File: src/rtl/vga_sync_monitor.sv
// vga_sync_monitor: receiving-end checker for the VGA output.
// Recovers pixel coordinates from hsync/vsync, checks line and frame lengths,
// tracks timing lock and counts lit active pixels per frame.
// Optional per-frame CRC-16-CCITT of the active image: define VGA_MON_CRC_EN.
module vga_sync_monitor #(
    parameter int unsigned H_TOTAL     = 800,
    parameter int unsigned H_SYNC      = 96,
    parameter int unsigned H_BP        = 48,
    parameter int unsigned H_ACTIVE    = 640,
    parameter int unsigned V_TOTAL     = 525,
    parameter int unsigned V_SYNC      = 2,
    parameter int unsigned V_BP        = 33,
    parameter int unsigned V_ACTIVE    = 480,
    parameter logic        SYNC_POL    = 1'b0,
    parameter int unsigned LOCK_FRAMES = 2
) (
    input  logic        clk_12MHz,
    input  logic        reset,
    input  logic        pix_en,
    input  logic        hsync,
    input  logic        vsync,
    input  logic        red,
    input  logic        green,
    input  logic        blue,
    input  logic        err_clr,
    output logic [9:0]  x,
    output logic [9:0]  y,
    output logic        pixel_valid,
    output logic        locked,
    output logic        frame_done,
    output logic [18:0] lit_count,
    output logic        err_hlen,
    output logic        err_vlen
`ifdef VGA_MON_CRC_EN
    ,
    output logic [15:0] frame_crc
`endif
);

    localparam logic [10:0] H_LEN  = 11'(H_TOTAL);
    localparam logic [10:0] V_LEN  = 11'(V_TOTAL);
    localparam logic [9:0]  HX0    = 10'(H_SYNC + H_BP);
    localparam logic [9:0]  HX1    = 10'(H_SYNC + H_BP + H_ACTIVE);
    localparam logic [9:0]  VY0    = 10'(V_SYNC + V_BP);
    localparam logic [9:0]  VY1    = 10'(V_SYNC + V_BP + V_ACTIVE);
    localparam int unsigned TW     = $clog2(2 * H_TOTAL);
    localparam logic [TW-1:0] TO_MAX = TW'(2 * H_TOTAL - 1);
    localparam int unsigned GW     = $clog2(LOCK_FRAMES + 1);

    typedef enum logic [1:0] {SEARCH, ACQUIRE, LOCKED} state_t;

    state_t          state, state_n;
    logic [GW-1:0]   good, good_n;

    logic            hs_r, hs_p, vs_r, vs_p;
    logic [2:0]      rgb_r, rgb_p;
    logic [9:0]      hcnt, vcnt;
    logic [TW-1:0]   idle;
    logic            vpend, h_armed, frame_armed, frame_bad;
    logic [18:0]     acc;

    logic            edge_h, edge_v, boundary, in_win, lit_px;
    logic            h_err, v_err, timeout, bad_now;

    // Sync and colour are sampled once; edge detection needs the previous
    // sample, so the colour gets a second stage to stay aligned with hcnt.
    always_ff @(posedge clk_12MHz or posedge reset) begin
        if (reset) begin
            hs_r  <= ~SYNC_POL;
            hs_p  <= ~SYNC_POL;
            vs_r  <= ~SYNC_POL;
            vs_p  <= ~SYNC_POL;
            rgb_r <= '0;
            rgb_p <= '0;
        end else if (pix_en) begin
            hs_r  <= hsync;
            hs_p  <= hs_r;
            vs_r  <= vsync;
            vs_p  <= vs_r;
            rgb_r <= {red, green, blue};
            rgb_p <= rgb_r;
        end
    end

    assign edge_h   = pix_en && (hs_r == SYNC_POL) && (hs_p != SYNC_POL);
    assign edge_v   = pix_en && (vs_r == SYNC_POL) && (vs_p != SYNC_POL);
    assign boundary = edge_h && (vpend || edge_v);
    assign frame_done = boundary && frame_armed;

    assign in_win = (state != SEARCH) && (hcnt >= HX0) && (hcnt < HX1)
                 && (vcnt >= VY0) && (vcnt < VY1);
    assign pixel_valid = in_win;
    assign x      = in_win ? (hcnt - HX0) : '0;
    assign y      = in_win ? (vcnt - VY0) : '0;
    assign lit_px = in_win && (|rgb_p);

    assign h_err   = edge_h && h_armed && (({1'b0, hcnt} + 11'd1) != H_LEN);
    assign v_err   = frame_done && (({1'b0, vcnt} + 11'd1) != V_LEN);
    assign timeout = pix_en && !edge_h && (idle == TO_MAX);
    assign bad_now = frame_bad || h_err || v_err;
    assign locked  = (state == LOCKED);

    // Line/frame counters, arming flags and the lit-pixel accumulator.
    // A timeout disarms both checks so the first boundaries after
    // reacquisition are measured but never flagged.
    always_ff @(posedge clk_12MHz or posedge reset) begin
        if (reset) begin
            hcnt        <= '0;
            vcnt        <= '0;
            idle        <= '0;
            vpend       <= 1'b0;
            h_armed     <= 1'b0;
            frame_armed <= 1'b0;
            frame_bad   <= 1'b0;
            acc         <= '0;
            lit_count   <= '0;
        end else if (pix_en) begin
            if (edge_h) begin
                hcnt    <= '0;
                idle    <= '0;
                h_armed <= 1'b1;
            end else begin
                if (hcnt != '1)   hcnt <= hcnt + 10'd1;
                if (idle != TO_MAX) idle <= idle + TW'(1);
            end
            if (boundary) begin
                vcnt        <= '0;
                vpend       <= 1'b0;
                frame_armed <= 1'b1;
                frame_bad   <= 1'b0;
                acc         <= '0;
            end else begin
                if (edge_v) vpend <= 1'b1;
                if (edge_h && (vcnt != '1)) vcnt <= vcnt + 10'd1;
                if (h_err) frame_bad <= 1'b1;
                if (lit_px) acc <= acc + 19'd1;
            end
            if (frame_done) lit_count <= acc + {18'd0, lit_px};
            if (timeout) begin
                h_armed     <= 1'b0;
                frame_armed <= 1'b0;
                vpend       <= 1'b0;
            end
        end
    end

    // Sticky length errors; a new error outranks a simultaneous clear.
    always_ff @(posedge clk_12MHz or posedge reset) begin
        if (reset) begin
            err_hlen <= 1'b0;
            err_vlen <= 1'b0;
        end else begin
            if (h_err)        err_hlen <= 1'b1;
            else if (err_clr) err_hlen <= 1'b0;
            if (v_err)        err_vlen <= 1'b1;
            else if (err_clr) err_vlen <= 1'b0;
        end
    end

    // Lock state register.
    always_ff @(posedge clk_12MHz or posedge reset) begin
        if (reset) begin
            state <= SEARCH;
            good  <= '0;
        end else begin
            state <= state_n;
            good  <= good_n;
        end
    end

    // Lock next-state: count clean frames in ACQUIRE, drop on errors or
    // on loss of hsync.
    always_comb begin
        state_n = state;
        good_n  = good;
        if (timeout) begin
            state_n = SEARCH;
            good_n  = '0;
        end else begin
            case (state)
                SEARCH: begin
                    if (edge_v) begin
                        state_n = ACQUIRE;
                        good_n  = '0;
                    end
                end
                ACQUIRE: begin
                    if (frame_done) begin
                        if (bad_now) begin
                            good_n = '0;
                        end else begin
                            good_n = good + GW'(1);
                            if ((good + GW'(1)) == GW'(LOCK_FRAMES)) state_n = LOCKED;
                        end
                    end
                end
                LOCKED: begin
                    if (h_err || v_err) begin
                        state_n = ACQUIRE;
                        good_n  = '0;
                    end
                end
                default: begin
                    state_n = SEARCH;
                    good_n  = '0;
                end
            endcase
        end
    end

`ifdef VGA_MON_CRC_EN
    logic [15:0] crc;

    function automatic logic [15:0] crc_step(input logic [15:0] c, input logic [2:0] d);
        logic [15:0] r;
        r = c;
        for (int unsigned i = 0; i < 3; i++) begin
            if (r[15] ^ d[2 - i]) r = {r[14:0], 1'b0} ^ 16'h1021;
            else                  r = {r[14:0], 1'b0};
        end
        return r;
    endfunction

    // Running image CRC, restarted at each frame boundary and published
    // with frame_done (including the pixel of that cycle).
    always_ff @(posedge clk_12MHz or posedge reset) begin
        if (reset) begin
            crc       <= 16'hFFFF;
            frame_crc <= 16'h0000;
        end else if (pix_en) begin
            if (boundary)    crc <= 16'hFFFF;
            else if (in_win) crc <= crc_step(crc, rgb_p);
            if (frame_done)  frame_crc <= in_win ? crc_step(crc, rgb_p) : crc;
        end
    end
`endif

endmodule

File: config.mk
export PLATFORM = sky130hd
export DESIGN_NAME = vga_sync_monitor
export DESIGN_NICKNAME = d
export VERILOG_FILES = /design/src/rtl/vga_sync_monitor.sv
export SDC_FILE = /design/constraint.sdc
export NUM_CORES = 1
export LEC_CHECK = 0
export BUFFER_PORTS_ARGS = -buffer_cell sky130_fd_sc_hd__buf_2
export CORE_UTILIZATION = 44
export DETAILED_ROUTE_END_ITERATION = 8
export GPL_TIMING_DRIVEN = 0
export HOLD_SLACK_MARGIN = 0.15
export SLEW_MARGIN = 5
export SYNTH_ARGS = -nofsm -noshare
export SYNTH_HDL_FRONTEND = slang
export SYNTH_SLANG_ARGS = --single-unit
File: constraint.sdc
create_clock -name clk_12MHz -period 6.05 [get_ports clk_12MHz]
set_input_delay 0.3025 -clock clk_12MHz [delete_from_list [all_inputs] [get_ports clk_12MHz]]
set_output_delay 0.3025 -clock clk_12MHz [all_outputs]
set_load 0.05 [all_outputs]
==> metrics.md <==
| Metric | Value |
|---|---|
| Sequential element share of the synthesized area | 0.427 |
| Slowest CP cell | or4_1 |
| Number of nets with antenna violations after routing | 0 |
| Post-route minimum period | 3.61 ns |
| Max Slew Vio Count | 0 |
| Switch Pwr | 0.485 mW |
| CP endpoint kind | flip-flop |
| Initial antenna violation count | 0 |
| Syn_nets | 612 |
| Cell area after synthesis | 5230 µm² |
| Vias | 4317 |
| Pin count of the biggest net entering global routing | 65 |
| Clk sinks | 89 |
| # port buffers | 51 |
| Worst endpoint data arrival time | 3.82 ns |
| Slew margin rel. | 0.344 |
| Drt initial violations | 159 |
| Layout cell share with drive strength beyond 1 | 0.167 |
| Antenna Diode Count | 0 |
| Max rail drop VDD | 219 µV |
| First-pass GRT wire length | 20000 µm |
| Nets | 676 |
| Die W | 111 µm |
| Inserted Clock Buffers | 9 |
| H-tree depth | 3 |
| CTS root buffer | clkbuf_16 |
| CP dominant cell by count | ha_1 |
| Synth unique cells | 64 |
| Syn Inst Count | 591 |
| Synth Register Bits | 89 |
| DR WL/cell | 14.5 µm |
| Vias in the first global route | 4106 |
| CTS tree | done |
| Syn Area/Cell | 8.85 µm² |
| Post-cts sizing count | 0 |
| Top area cells in the synthesized netlist | dfrtp_1 (41%), xnor2_1 (6.2%), nor2_1 (4.7%), nand2_1 (4.6%), o21ai_0 (3.5%) |
| Cell taking the most area after synthesis | dfrtp_1 |
| Part of the power in registers | 0.460 |
| Number of enable flip-flop cells after synthesis | 0 |
| Core area | 11500 µm² |
| Leakage | 2.64 nW |
| CP required | 6.26 ns |
| Combinational power share | 0.199 |
| Grt ovf | 0 |
| Post-Route Skew | 0.00760 ns |
| Most frequent cells in the layout | dfrtp_1 (85), nor2_1 (65), nand2_1 (64) |
| Clk pwr share | 0.341 |
| Yosys Warn Count | 0 |
| Final Hold Vio Count | 0 |
| Row Count | 39 |
| Number of max-cap violations | 0 |
| Die height | 111 µm |
| Highest Clock Rate | 0.277 GHz |
| Setup TNS | 0 ns |
| Switching Share | 0.312 |
| Cells along the critical path | ha_1, buf_2, or4_1, and4bb_2, o2111ai_1, clkbuf_1, inv_2, ha_1, ha_1, nand2_1, nor3_1, xnor2_1, o21ai_0 |
| P_int | 1.07 mW |
| Status | finished with violations |
| CTS Buffer Depth | 2 |
| Final setup violation count | 0 |
| Area share of the largest cell type after synthesis | 0.407 |
| Launching element type of the critical path | flip-flop |
| CP Class | reg -> reg |
| FFs w/ async S/R, synth | 1.00 |
| Worst min-delay path class | in -> reg |
| Layout Utilization | 0.520 |
| Clk Latency, worst-skew pair | 0.34 ns |
| RSZ-0062 raised after global routing | false |
| DR vias/cell | 5.38 |
| Layout area overhead | 14.5% |
| Worst-Margin Slew | 0.974 ns |
| Final WL | 11600 µm |
| GPL Wtd Cong | 0.837 |
| Most common cell after layout, fill and taps aside | dfrtp_1 |
| Initial Util | 0.454 |
| Post-route DRC | 4 |
| Worst Path Max Fanout | 10 |
| Violated checks | DRC |
| Io pins | 53 |
| CP delay by family, top | simple AND/OR/NAND/NOR gates |
| Largest stage delay on the critical path | 0.54 ns |
| Primary FF master, synth | dfrtp_1 |
| Drt pass-1 iters | 6 |
| Hold Buf Count CTS | 1 |
| Final cycle utilization of the critical path | 0.596 |
| CP Buf/Inv Count | 3 |
| Worst-path clk slew | 0.06 ns |
| Placed wire-length estimate | 8530 µm |
| Die area | 12300 µm² |
| Power density over the cells | 260 nW/µm² |
| Overall Global Routing Usage | 0.200 |
| Overall Power | 1.56 mW |
| Min Hold Slack | 0.192 ns |
| Setup Fix Bufs, Post-CTS | 0 |
## worst register-to-register path: cells and delay by family, from the launching register on
family,cells,cell delay [ns]
XOR/XNOR,1,0.16
AO/OA/AOI/OAI,2,0.29
adder cells (fa/ha/maj),3,0.69
buffers and inverters,3,0.56
AND/OR/NAND/NOR,4,1.34
flip-flops,1,0.45
## cell type report
cell class                 count  area (µm²)
clock inverter                 4        26.3
tap                          143         179
inverter                      22        85.1
buffer                        42         174
fill                        1095        5530
sequential                    89        2230
clock buffer                  12         256
multi-input combinational    438        2740
timing repair buffer          53         293
## flip-flops by register name, indices dropped and copies added, names as in the netlist, 2 cells and up
name       count
rgb_r          3
lit_count     19
state          2
vcnt          10
hcnt          10
idle          11
rgb_p          3
good           2
acc           19
## per-stage QoR
| step | cells | cell area, µm² | setup WS [ns] |
|---|---|---|---|
| 6_report | 803 | 5990 | 2.44 |
| 3_3_place_gp | 785 | 5660 | 2.31 |
| 5_1_grt | 803 | 5990 | 2.14 |
| 3_5_place_dp | 786 | 5690 | 2.41 |
| 2_1_floorplan | 591 | 5230 | 2.77 |
| 4_1_cts | 803 | 5990 | 2.41 |
## power by group through the flow
stage | Sequential, mW | Combinational (mW) | Clock (mW)
after floorplan | 0.738 | 0.211 | 0
final | 0.716 | 0.309 | 0.531
after detailed placement | 0.726 | 0.310 | 0
after global placement | 0.723 | 0.298 | 0
after global routing | 0.726 | 0.357 | 0.577
after CTS | 0.715 | 0.311 | 0.548
## cell families after synthesis
group           Yosys count  share of synthesized area
compound gates          111                      0.138
simple gates            251                      0.245
flops                    89                      0.427
xor+xnor                 51                     0.0854
mux                      13                     0.0278
buf+inv                  64                     0.0490
fa+ha+maj                12                     0.0287
## cell usage after synthesis, types with 5 or more instances
master / count
nand4_1: 15
nor2_1: 65
or3_1: 12
o21ai_1: 17
dfrtp_1: 85
o21ai_0: 37
a21o_1: 5
clkbuf_1: 29
buf_2: 6
ha_1: 12
and2_1: 5
nand2_1: 64
xnor2_1: 37
inv_1: 20
a21oi_1: 14
nor3_1: 27
nand2b_1: 5
nor4_1: 6
nor4_2: 7
a31oi_1: 5
and3_1: 6
o31ai_1: 10
nand3_1: 15
mux2_2: 10
xor2_1: 14
## final timing paths
path                       cells past startpoint  slack [ns]         start             to
min in group asynchronous                      3        0.49         reset        idle[2]
max in group asynchronous                      4        4.93         reset        vcnt[9]
setup reg to reg                              13        2.44       vcnt[0]  lit_count[16]
hold / removal                                 2        0.19         green       rgb_r[1]
setup / recovery                              13        2.44       vcnt[0]  lit_count[16]
hold reg to reg                                2        0.47  lit_count[1]   lit_count[1]
## layer usage
metal,GRT usage,vias to the layer above,part of all wire
met5,0,-,0
met4,0.0631,0,0.012
met3,0.0339,11,0.032
met2,0.306,75,0.45
met1,0.289,2040,0.51
li1,-,2191,-
No activity file was read; power rests on OpenSTA's default activity.
